File: config.mk
export PLATFORM = sky130hd
export DESIGN_NAME = video_st_source
export DESIGN_NICKNAME = d
export VERILOG_FILES = /design/src/rtl/video_st_source.sv
export SDC_FILE = /design/constraint.sdc
export NUM_CORES = 1
export LEC_CHECK = 0
export CAP_MARGIN = 25
export CELL_PAD_IN_SITES_DETAIL_PLACEMENT = 0
export CELL_PAD_IN_SITES_GLOBAL_PLACEMENT = 1
export CORE_ASPECT_RATIO = 0.8
export CORE_UTILIZATION = 30
export CTS_CLUSTER_SIZE = 16
export DETAILED_ROUTE_END_ITERATION = 16
export GPL_TIMING_DRIVEN = 0
export PLACE_DENSITY_LB_ADDON = 0.1
export SYNTH_ARGS = -nofsm -noshare
export SYNTH_HDL_FRONTEND = slang
export SYNTH_SLANG_ARGS = --single-unit
File: constraint.sdc
create_clock -name clk -period 3.55 [get_ports clk]
set_input_delay 0.5325 -clock clk [delete_from_list [all_inputs] [get_ports clk]]
set_output_delay 0.5325 -clock clk [all_outputs]
set_load 0.02 [all_outputs]
File: src/rtl/video_st_source.sv
// Camera-to-Avalon-ST bridge: captures one frame of pixels into a first-word
// fall-through buffer and always emits exactly WIDTH*HEIGHT beats per packet.
module video_st_source #(
    parameter int WIDTH      = 640,
    parameter int HEIGHT     = 480,
    parameter int FIFO_DEPTH = 16
) (
    input  logic        clk,
    input  logic        reset,
    input  logic        cam_frame_valid,
    input  logic        cam_line_valid,
    input  logic [23:0] cam_data,
    output logic [23:0] src_data,
    output logic        src_startofpacket,
    output logic        src_endofpacket,
    output logic        src_valid,
    input  logic        src_ready,
    output logic [15:0] overflow_count,
    output logic        busy,
    output logic [1:0]  fsm_state
);

    localparam int TOTAL = WIDTH * HEIGHT;
    localparam int CW    = $clog2(TOTAL + 1);
    localparam int AW    = $clog2(FIFO_DEPTH);

    localparam logic [CW-1:0] TOTAL_V = CW'(TOTAL);
    localparam logic [CW-1:0] LAST_V  = CW'(TOTAL - 1);
    localparam logic [AW:0]   DEPTH_V = (AW + 1)'(FIFO_DEPTH);

    typedef enum logic [1:0] {
        IDLE   = 2'd0,
        ARM    = 2'd1,
        ACTIVE = 2'd2,
        PAD    = 2'd3
    } state_t;

    state_t        state_q, state_d;
    logic [CW-1:0] cnt_q;
    logic          cnt_clr, cnt_inc, ovf_inc;
    logic          wr_en;
    logic [25:0]   wr_word;
    logic          pixel, at_total, is_first, is_last;

    logic [25:0]   mem [FIFO_DEPTH];
    logic [AW-1:0] rd_ptr, wr_ptr;
    logic [AW:0]   level;
    logic          full, pop;
    logic [25:0]   head;

    // Full is judged on the occupancy before this cycle's pop.
    assign full     = (level == DEPTH_V);
    assign src_valid = (level != '0);
    assign pop      = src_valid && src_ready;
    assign head     = mem[rd_ptr];

    assign pixel    = cam_frame_valid && cam_line_valid;
    assign at_total = (cnt_q == TOTAL_V);
    assign is_first = (cnt_q == '0);
    assign is_last  = (cnt_q == LAST_V);

    always_comb begin
        state_d = state_q;
        wr_en   = 1'b0;
        wr_word = '0;
        cnt_inc = 1'b0;
        cnt_clr = 1'b0;
        ovf_inc = 1'b0;
        case (state_q)
            IDLE: begin
                if (!cam_frame_valid) state_d = ARM;
            end
            ARM: begin
                cnt_clr = 1'b1;
                if (cam_frame_valid) state_d = ACTIVE;
            end
            ACTIVE: begin
                if (!cam_frame_valid) begin
                    state_d = at_total ? ARM : PAD;
                end else if (pixel && !at_total) begin
                    if (full) begin
                        ovf_inc = 1'b1;
                        state_d = PAD;
                    end else begin
                        wr_en   = 1'b1;
                        wr_word = {cam_data, is_first, is_last};
                        cnt_inc = 1'b1;
                    end
                end
            end
            PAD: begin
                // Zero-fill keeps every packet at full length after a short frame.
                if (at_total) begin
                    state_d = cam_frame_valid ? IDLE : ARM;
                end else if (!full) begin
                    wr_en   = 1'b1;
                    wr_word = {24'h000000, is_first, is_last};
                    cnt_inc = 1'b1;
                end
            end
            default: state_d = IDLE;
        endcase
    end

    always_ff @(posedge clk) begin
        if (reset) begin
            state_q        <= IDLE;
            cnt_q          <= '0;
            overflow_count <= '0;
        end else begin
            state_q <= state_d;
            if (cnt_clr) begin
                cnt_q <= '0;
            end else if (cnt_inc) begin
                cnt_q <= cnt_q + 1'b1;
            end
            if (ovf_inc && overflow_count != 16'hFFFF) begin
                overflow_count <= overflow_count + 1'b1;
            end
        end
    end

    always_ff @(posedge clk) begin
        if (reset) begin
            rd_ptr <= '0;
            wr_ptr <= '0;
            level  <= '0;
        end else begin
            if (wr_en) wr_ptr <= wr_ptr + 1'b1;
            if (pop)   rd_ptr <= rd_ptr + 1'b1;
            if (wr_en && !pop) begin
                level <= level + 1'b1;
            end else if (!wr_en && pop) begin
                level <= level - 1'b1;
            end
        end
    end

    always_ff @(posedge clk) begin
        if (wr_en && !reset) mem[wr_ptr] <= wr_word;
    end

    // Gate the head entry so stale storage never shows while empty.
    assign src_data          = src_valid ? head[25:2] : 24'h000000;
    assign src_startofpacket = src_valid && head[1];
    assign src_endofpacket   = src_valid && head[0];

    assign busy      = (state_q != IDLE);
    assign fsm_state = state_q;

endmodule

# Word-level counts from Yosys, hierarchy flattened

Memories as Yosys holds them, arrays and structs flattened. A register that Yosys moved wholly into a read port is not among the register bits.
Index checks and enable logic that the tools add are counted.
W data, S select, Z words.

Input bits: 29
Register bits after elaboration: 50
Bits in writable memories: 416
Output and inout bits: 46
Memories: 1

Memory list:

| name | depth | bits a word | read ports | clocked after Yosys merged registers in | write ports | line | source |
|---|---|---|---|---|---|---|---|
| mem  | 16    | 26          | 1          | 1                                       | 1           | 45   | `logic [25:0] mem [FIFO_DEPTH];` |

Equal/unequal tests: 12
Reductions and logical operators: 20
Add/sub/neg operators: 6
Multiplexer cells: 32

Operators by type and width:

| operator                | number |
|---|---|
| $mux W26                | 3 |
| $pmux W26 S2            | 1 |
| $eq A19 B19 Y1 const B  | 2 |
| $mux W24                | 1 |
| $add A19 B1 Y19 const B | 1 |
| $logic_not A19 Y1       | 1 |
| $mux W2                 | 9 |
| $add A16 B1 Y16 const B | 1 |
| $ne A16 B16 Y1 const B  | 1 |
| $mux W1                 | 12 |
| $mux W5                 | 2 |
| $logic_and A1 B1 Y1     | 9 |
| $add A4 B1 Y4 const B   | 2 |
| $mux W4                 | 2 |
| $pmux W2 S4             | 1 |
| $ne A2 B2 Y1 const B    | 3 |
| $ne A3 B3 Y1 const B    | 2 |
| $add A5 B1 Y5 const B   | 1 |
| $eq A5 B5 Y1 const B    | 1 |
| $reduce_and A5 Y1       | 1 |
| $reduce_bool A5 Y1      | 1 |
| $sub A5 B1 Y5 const B   | 1 |
| $eq A2 B2 Y1 const B    | 2 |
| $logic_not A1 Y1        | 4 |
| other kinds (5)         | 6 |

# Longest topological paths before layout

Gate-level depths: netlist of run 1.

Depth in word-level cells: 10
Depth in mapped cells: 16

# Least setup slack after synthesis of run 1

No wires, ideal clock.

Kind: input-to-reg
From: input cam_frame_valid
To: memory mem[15][0], enable pin
Slack: -197 ps
Library setup time: 442 ps
Data arrival time: 3305 ps
Stages on the path: 6
Cells stage by stage: a21oi_1 a211oi_4 o21ai_1 buf_4 buf_2 nor3_1

Word-level cells in the longest chain between the ends: 8

RTL lines:

| what                            | line | source |
|---|---|---|
| from (decl)                     | 10   | `input logic cam_frame_valid,` |
| $logic_and A1 B1 Y1             | 57   | `assign pixel = cam_frame_valid && cam_line_valid;` |
| $logic_and A1 B1 Y1             | 80   | `end else if (pixel && !at_total) begin` |
| $mux W1                         | 80   |  |
| $mux W1 *                       | 78   | `if (!cam_frame_valid) begin` |
| $pmux W1 S2 *                   | 69   | `case (state_q)` |
| $logic_and A1 B1 Y1 *           | 140  | `if (wr_en && !reset) mem[wr_ptr] <= wr_word;` |
| $mux W1 *                       | 140  |  |
| $mux W1 (implied by the code) * | 140  |  |
| to (decl)                       | 45   |  |

Every way passes the cells marked *; elsewhere a longest branch is shown, timed or not.

==> results.yml, run 1 <==
sta:
  clock-skew-final_ns: 0.0183
  period_minus_slack_ns: 3.43
  slew_headroom: 0.416
  tns_ns: 0
  rsz0062_at_grt: "false"
  post-route-period-util: 0.966
  max_freq_mhz: 292
  slew_violations: 0
  finalSetupViolCount: 0
  hold_viol_final: 0
  tightest_slew_ns: 0.869
yosys:
  synth_fp_nets: 1029
  synth.avg_cell_area_um2: 19.1
  async_flop_share: 0
  syn_inst: 987
  synth_area_um2: 18900
  ys_ff_latch: 470
  synth-edff-count: 416
  synth_top_cell_area_share: 0.661
  yosysMostFrequentCell: "edfxtp_1"
  yosys_warnings: 0
  synth_top_cell_by_area: "edfxtp_1"
  ys.flop_type: "edfxtp_1"
  synth_common_cells: "edfxtp_1, mux4_2, dfxtp_1, and2_1, nor2_1"
  synth_cell_types: 51
  yosys-top-cells-area: "edfxtp_1, mux4_2, dfxtp_1"
  yosysSeqAreaShare: 0.718
clock_network:
  clockBufferDepth: 3
  clock-sinks: 470
  cts-root-buf: "clkbuf_16"
  cts_max_level: 2
  cts_made_buffers: 50
  holdBufCountCts: 0
  clk_pin_slew_ns: 0.05
  clk-insertion-delay-late_ns: 0.59
  cts_tree: "done"
layout:
  syn2layout_area_growth_pct: 22.0
  nets: 1190
  utilization: 0.374
  antennaDiodeCount: 0
  instances_no_fill: 2011
  drive_above_1_share: 0.261
worst_setup_path:
  crit_buf_inv: 3
  end_kind: "primary output"
  cp_slowest_cell: "mux4_2"
  cpPeakStageDelay_ns: 0.53
  start_kind: "flip-flop"
  cp_max_fo: 10
  crit_chain: "buf_12 > buf_12 > mux4_2 > mux4_2 > and2_1 > dlygate4sd2_1"
  worstSetupPathType: "flip-flop to primary output"
  cp.arrival_ns: 2.90
  path_delay_family: "multiplexers"
  cp.required_ns: 3.02
route:
  vias: 9668
  routedWlPerCell_um: 24.7
  drtAntennaViolNets: 0
  drcViolationCount: 0
  drt_pre_antenna_iters: 4
  wl_um: 49600
  via_per_inst: 4.81
  drtIter0Drc: 683
global_route:
  antenna_found_initial: 0
  grt.overflow.total: 0
  grt_pass1_vias: 10200
  grt_pass1_wl_um: 72600
  grt_usage: 0.160
  grt_max_degree: 20
placement:
  dp.cells: 1924
  gp_congestion: 0.714
  dp_hpwl_um: 32400
  portBuffers: 74
pwr:
  p_per_area_nw_per_um2: 603
  vdd_ir_drop_max_mv: 0.358
  power_leakage_uw: 0.00685
  power_uw: 13900
floorplanning:
  die_y_um: 226
  die_w_um: 283
  core_region_area_um2: 61700
  ioPinCount: 75
  num_rows: 81
  die_area_um2: 64000
  initial_core_util: 0.306
hold_path:
  hold_class: "flip-flop to flip-flop"
run_status:
  status: "complete, no violations"
job:
  cap_violations: 0
## metal layers
metal / share of wire / up-vias / global-route usage
li1: - / 4326 / -
met3: 0.033 / 69 / 0.0241
met2: 0.46 / 155 / 0.252
met4: 0.019 / 0 / 0.0431
met1: 0.49 / 5118 / 0.230
met5: 0 / - / 0
## registers in the layout, indices dropped and copies added (netlist names), named ones only
name,count
fsm_state,2
mem,416
rd_ptr,4
level,5
wr_ptr,4
cnt_q,19
overflow_count,16
## final timing paths
| check | from | end | slack (ns) | cells after the start |
|---|---|---|---|---|
| max | flip-flop | src_data[16] | 0.12 | 6 |
| min | cnt_q[1] | cnt_q[1] | 0.48 | 2 |
| max reg2reg | fsm_state[1] | level[4] | 0.26 | 13 |
| min reg2reg | cnt_q[1] | cnt_q[1] | 0.48 | 2 |
## timing repair
action                                 CTS  global route
setup endpoints to repair              302           147
pin swaps                                1             0
gates resized for setup                 87             7
endpoints found under the hold margin    0             0
setup buffers                            1             4
## report_power, final
| group | switching (µW) | total (µW) | internal [µW] | leakage, µW |
|---|---|---|---|---|
| clock network | 2190 | 5100 | 2910 | 0.000759 |
| registers | 65.4 | 6050 | 5990 | 0.00388 |
| logic | 1470 | 2740 | 1270 | 0.00221 |
## worst register-to-register path: stages, from the launching register on
cell and delay (ns):
dfxtp_1 0.56, inv_1 0.20, a211oi_4 0.45, o21ai_4 0.13, buf_8 0.19, inv_1 0.07, ha_1 0.17, inv_1 0.11
fa_1 0.42, a21o_1 0.17, a21oi_1 0.19, xnor2_1 0.10, or3_1 0.31, a21oi_1 0.14
## logic make-up (layout without fill, tap and decap cells)
kind of cell,Yosys count,count (layout),share of synthesized area
flops,470,470,0.718
simple gates,232,232,0.0687
mux,140,140,0.161
buf+inv,60,254,0.0142
compound gates,50,50,0.0189
xor+xnor,22,22,0.0102
fa+ha+maj,13,13,0.00901
## cell type report
type / count / area [µm²]
sequential: 470 / 13600
clock inverter: 23 / 228
clock buffer: 62 / 1320
buffer: 45 / 373
tap: 830 / 1040
fill: 5730 / 38700
timing repair buffer: 112 / 1260
multi-input combinational: 457 / 5220
inverter: 12 / 45.0
## cell usage in the layout (no fill, tap or decap), drive strengths merged, types with 4 or more instances in the layout
master and instances:
a2111oi 4, a21o 4, a21oi 18, and2 52, and3 6, and4 5, buf 56, bufinv 4
clkbuf 89, clkdlybuf4s50 48, clkinv 16, dfxtp 54, dlygate4sd2 26, edfxtp 416, ha 12, inv 14
mux2 7, mux4 130, nand2 22, nand2b 8, nand3 23, nand4 13, nor2 51, nor2b 8
nor3 14, nor4 5, o211ai 10, o21ai 8, or3 6, or4 7, xnor2 10, xor2 12
## stage by stage
step	hold slack (ns)	instance area, µm²	setup WS (ns)
floorplan	0.453	18900	-0.197
global placement	0.473	20700	-4.08
detailed placement	0.474	21300	-0.749
finish	0.482	23100	0.121
global route	0.512	23100	0.00224
CTS	0.482	23000	0.00395
Power figures use the tool's default switching activity.
==> inputs of run 2 (changes only) <==
--- a/config.mk
+++ b/config.mk
@@ -10,7 +10,6 @@
 export CELL_PAD_IN_SITES_GLOBAL_PLACEMENT = 1
 export CORE_ASPECT_RATIO = 0.8
 export CORE_UTILIZATION = 30
-export CTS_CLUSTER_SIZE = 16
 export DETAILED_ROUTE_END_ITERATION = 16
 export GPL_TIMING_DRIVEN = 0
 export PLACE_DENSITY_LB_ADDON = 0.1
==> results.yml, run 2 (synthesis results as in run 1) <==
clock_network:
  clk-insertion-delay-late_ns: 0.59
  clk_pin_slew_ns: 0.05
  holdBufCountCts: 0
  cts_made_buffers: 50
  cts_max_level: 2
  cts_tree: "done"
  clock-sinks: 470
  clockBufferDepth: 3
  cts-root-buf: "clkbuf_16"
placement:
  portBuffers: 74
  gp_congestion: 0.714
  dp.cells: 1924
  post-place-ws_ns: -0.749
  dp_hpwl_um: 32400
route:
  drt_pre_antenna_iters: 4
  drcViolationCount: 0
  routedWlPerCell_um: 24.6
  drtAntennaViolNets: 0
  drtIter0Drc: 667
  via_per_inst: 4.81
  wl_um: 49600
  vias: 9671
layout:
  largest_register_ffs: 416
  utilization: 0.374
  final_cell_mix: "edfxtp_1, mux4_2, and2_1, dfxtp_1, clkbuf_16"
  instances_no_fill: 2011
  antennaDiodeCount: 0
  reg_top3: "mem (416), cnt_q (19), overflow_count (16)"
  drive_above_1_share: 0.261
  layout_commonest_cell: "edfxtp_1"
  top_register: "mem"
  nets: 1190
  syn2layout_area_growth_pct: 22.0
sta:
  finalSetupViolCount: 0
  hold_viol_final: 0
  max_freq_mhz: 292
  tightest_slew_ns: 0.874
  fin_hold_ws_ns: 0.482
  period_minus_slack_ns: 3.43
  slew_violations: 0
  post-route-period-util: 0.966
  slew_headroom: 0.414
  clock-skew-final_ns: 0.0174
  rsz0062_at_grt: "false"
  setup_ws_ns: 0.122
worst_setup_path:
  end_kind: "primary output"
  cp.required_ns: 3.02
  cp_max_fo: 10
  cp.arrival_ns: 2.90
  r2r_end: "level[4]"
  start_kind: "flip-flop"
  r2r_slack_ns: 0.26
  rr_worst_depth: 13
  worstSetupPathType: "flip-flop to primary output"
  rr_startpoint: "fsm_state[1]"
pwr:
  pwr-share-clk: 0.367
  netSwitchingPower_uw: 3730
  power_leakage_uw: 0.00685
  power_uw: 13900
  vdd_ir_drop_max_mv: 0.359
  pwr-share-seq: 0.436
  switching_share: 0.268
  p_int_uw: 10200
  p_per_area_nw_per_um2: 603
  p_comb_frac: 0.197
hold_path:
  whs_endpoint: "cnt_q[1]"
  whs_path_depth: 2
  hp-start: "cnt_q[1]"
  hold_class: "flip-flop to flip-flop"
floorplanning:
  initial_core_util: 0.306
  die_w_um: 283
  num_rows: 81
  die_y_um: 226
  ioPinCount: 75
  die_area_um2: 64000
  core_region_area_um2: 61700
global_route:
  grt_pass1_wl_um: 72600
  antenna_found_initial: 0
  grt_usage: 0.160
  grt.overflow.total: 0
  grt_pass1_vias: 10200
  grt_max_degree: 20
run_status:
  status: "complete, no violations"
job:
  cap_violations: 0
==> run 2: cell counts in the layout (fill, tap and decap cells not counted) <==
No cell type changed its count.
==> run 2: worst max-delay path by stage <==
| stage | from | end | slack, ns | cells after the start |
|---|---|---|---|---|
| 2_1_floorplan | cam_frame_valid | mem[15][0] | -0.20 | 6 |
| 3_3_place_gp | cam_frame_valid | mem[13][19] | -4.08 | 7 |
| 3_5_place_dp | cnt_q[0] | level[4] | -0.75 | 16 |
| 4_1_cts | cnt_q[0] | mem[9][5] | 0.004 | 9 |
| 5_1_grt | flip-flop | src_data[9] | 0.002 | 6 |
| 6_report | flip-flop | src_data[16] | 0.12 | 6 |
==> run 2: metal layers <==
| metal | routed length [µm] | track usage |
|---|---|---|
| met2 | 22900 | 0.252 |
| met4 | 941 | 0.0431 |
| met3 | 1760 | 0.0241 |
| met1 | 23900 | 0.230 |
| met5 | 0 | 0 |
==> run 2: cell type report <==
class                           count  area, µm²
Buffer                             45        373
Clock buffer                       62       1320
Clock inverter                     23        228
Fill cell                        5730      38700
Inverter                           12       45.0
Multi-Input combinational cell    457       5220
Sequential cell                   470      13600
Tap cell                          830       1040
Timing Repair Buffer              112       1260
==> run 2: per-stage QoR <==
step / TNS [ns] / cell area, µm²
floorplan: -20.44 / 18900
global placement: -1266.22 / 20700
detailed placement: -127.87 / 21300
CTS: 0 / 23000
global route: 0 / 23100
finish: 0 / 23100
==> run 2: what timing repair did <==
item	4_1_cts	5_1_grt
hold endpoints to repair	0	0
buffers inserted	1	4
gates resized for setup	87	7
pin swaps	1	0
setup endpoints to repair	302	147
==> run 2: power by group through the flow <==
stage / Clock, µW / Combinational [µW] / Sequential (µW)
finish: 5100 / 2740 / 6050
global route: 5460 / 2980 / 6060
CTS: 5250 / 2820 / 6060
detailed placement: 0 / 2880 / 6160
global placement: 0 / 2860 / 6160
floorplan: 0 / 1710 / 6140
==> run 2: critical path, cell delays in order, from the launching register on <==
cell and delay (ns):
dfxtp_4 0.39, buf_12 0.17, buf_12 0.17, mux4_2 0.53
mux4_2 0.53, and2_1 0.18, dlygate4sd2_1 0.31
==> inputs of run 3 (changes only) <==
--- a/config.mk
+++ b/config.mk
@@ -9,6 +9,7 @@
 export CELL_PAD_IN_SITES_DETAIL_PLACEMENT = 0
 export CELL_PAD_IN_SITES_GLOBAL_PLACEMENT = 1
 export CORE_ASPECT_RATIO = 0.8
+export CORE_MARGIN = 8
 export CORE_UTILIZATION = 30
 export DETAILED_ROUTE_END_ITERATION = 16
 export GPL_TIMING_DRIVEN = 0
==> results.yml, run 3 (synthesis results as in run 1) <==
run_status:
  status: "complete, no violations"
worst_setup_path:
  r2r_slack_ns: 0.27
  start_kind: "flip-flop"
  cp_max_fo: 10
  worstSetupPathType: "flip-flop to primary output"
  end_kind: "primary output"
  cp.arrival_ns: 2.92
  cp.required_ns: 3.02
job:
  cap_violations: 0
layout:
  fillCellCount: 5814
  seq_area_um2: 13600
  reg_top3: "mem (416), cnt_q (19), overflow_count (16)"
  syn2layout_area_growth_pct: 21.6
  layout_commonest_cell: "edfxtp_1"
  multi_input_area_um2: 5190
  utilization: 0.368
  top_register: "mem"
  drive_above_1_share: 0.254
  nets: 1196
  largest_register_ffs: 416
  final_cell_mix: "edfxtp_1, mux4_2, and2_1, dfxtp_1, clkbuf_16"
  antennaDiodeCount: 0
placement:
  dp_hpwl_um: 33000
  gp_congestion: 0.701
  post-place-ws_ns: -0.630
  portBuffers: 74
clock_network:
  clk_pin_slew_ns: 0.06
  cts_tree: "done"
  clockBufferDepth: 3
  clk-insertion-delay-late_ns: 0.58
  cts_max_level: 2
  cts-root-buf: "clkbuf_16"
  clock-sinks: 470
  cts_made_buffers: 51
hold_path:
  hold_class: "flip-flop to flip-flop"
route:
  drt_pre_antenna_iters: 4
  drtAntennaViolNets: 0
  vias: 9694
  routedWlPerCell_um: 24.8
  via_per_inst: 4.78
  wl_um: 50300
  drtIter0Drc: 672
  drcViolationCount: 0
sta:
  max_freq_mhz: 290
  tns_ns: 0
  hold_viol_final: 0
  clock-skew-final_ns: 0.0212
  finalSetupViolCount: 0
  post-route-period-util: 0.972
  rsz0062_at_grt: "false"
  slew_headroom: 0.466
  fin_hold_ws_ns: 0.477
  setup_ws_ns: 0.0982
  slew_violations: 0
  tightest_slew_ns: 0.802
  period_minus_slack_ns: 3.45
floorplanning:
  num_rows: 82
  die_w_um: 297
  die_y_um: 240
  core_region_area_um2: 62500
  die_area_um2: 71300
  ioPinCount: 75
  initial_core_util: 0.302
global_route:
  grt_max_degree: 20
  antenna_found_initial: 2
  grt_usage: 0.141
  grt_pass1_vias: 10100
  grt.overflow.total: 0
  grt_pass1_wl_um: 72800
pwr:
  power_leakage_uw: 0.00678
  vdd_ir_drop_max_mv: 0.320
  p_per_area_nw_per_um2: 590
run 3: cell types whose count changed in the layout (fill, tap and decap cells not counted), moves of 2 or more:
cell | previous run | this run
clkbuf_1 | 24 | 35
clkinv_2 | 9 | 2
buf_12 | 13 | 18
bufinv_16 | 4 | 0
buf_16 | 5 | 2
buf_4 | 13 | 16
buf_6 | 12 | 15
buf_8 | 8 | 6
run 3: final timing paths:
check,start,endpoint,cells after the start
hold reg to reg,cnt_q[1],cnt_q[1],2
setup / recovery,flip-flop,src_data[23],6
hold / removal,cnt_q[1],cnt_q[1],2
setup reg to reg,fsm_state[1],level[4],13
run 3: worst max-delay path, stage by stage (launching register included):
cell and delay (ns):
dfxtp_4 0.40, buf_12 0.18, buf_16 0.18, mux4_2 0.52, mux4_2 0.50, and2_1 0.22, dlygate4sd2_1 0.33
run 3: area by class of cell:
type / count / share of cell area
Clock inverter: 12 / 0.00245
Tap cell: 840 / 0.0458
Clock buffer: 74 / 0.0598
Timing Repair Buffer: 118 / 0.0568
Inverter: 12 / 0.00196
Multi-Input combinational cell: 457 / 0.226
Sequential cell: 470 / 0.591
Buffer: 44 / 0.0161
run 3: power breakdown:
part / switching (µW) / leakage, µW / internal (µW)
Clock: 2080 / 0.000687 / 2650
Combinational: 1480 / 0.00222 / 1280
Sequential: 65.4 / 0.00388 / 5990
Total: 3620 / 0.00678 / 9930
run 3: stage by stage:
stage          std cells  instance area [µm²]  power, µW
2_1_floorplan        987                18900       7860
3_3_place_gp        1901                20700       9050
3_5_place_dp        1936                21300       9040
4_1_cts             2020                22900      13800
5_1_grt             2027                23000      14100
6_report            2027                23000      13500
run 3: metal layers:
metal	GRT usage	routed length, µm	up-vias
met1	0.199	23900	5142
met2	0.229	23800	156
li1	-	-	4339
met3	0.0227	1750	57
met5	0	0	-
met4	0.0324	875	0
run 3: timing repair:
item | 4_1_cts | 5_1_grt
hold buffers | 0 | 0
setup endpoints to repair | 31 | 9
setup buffers | 1 | 8
pin swaps | 1 | 2
gates resized for setup | 85 | 5
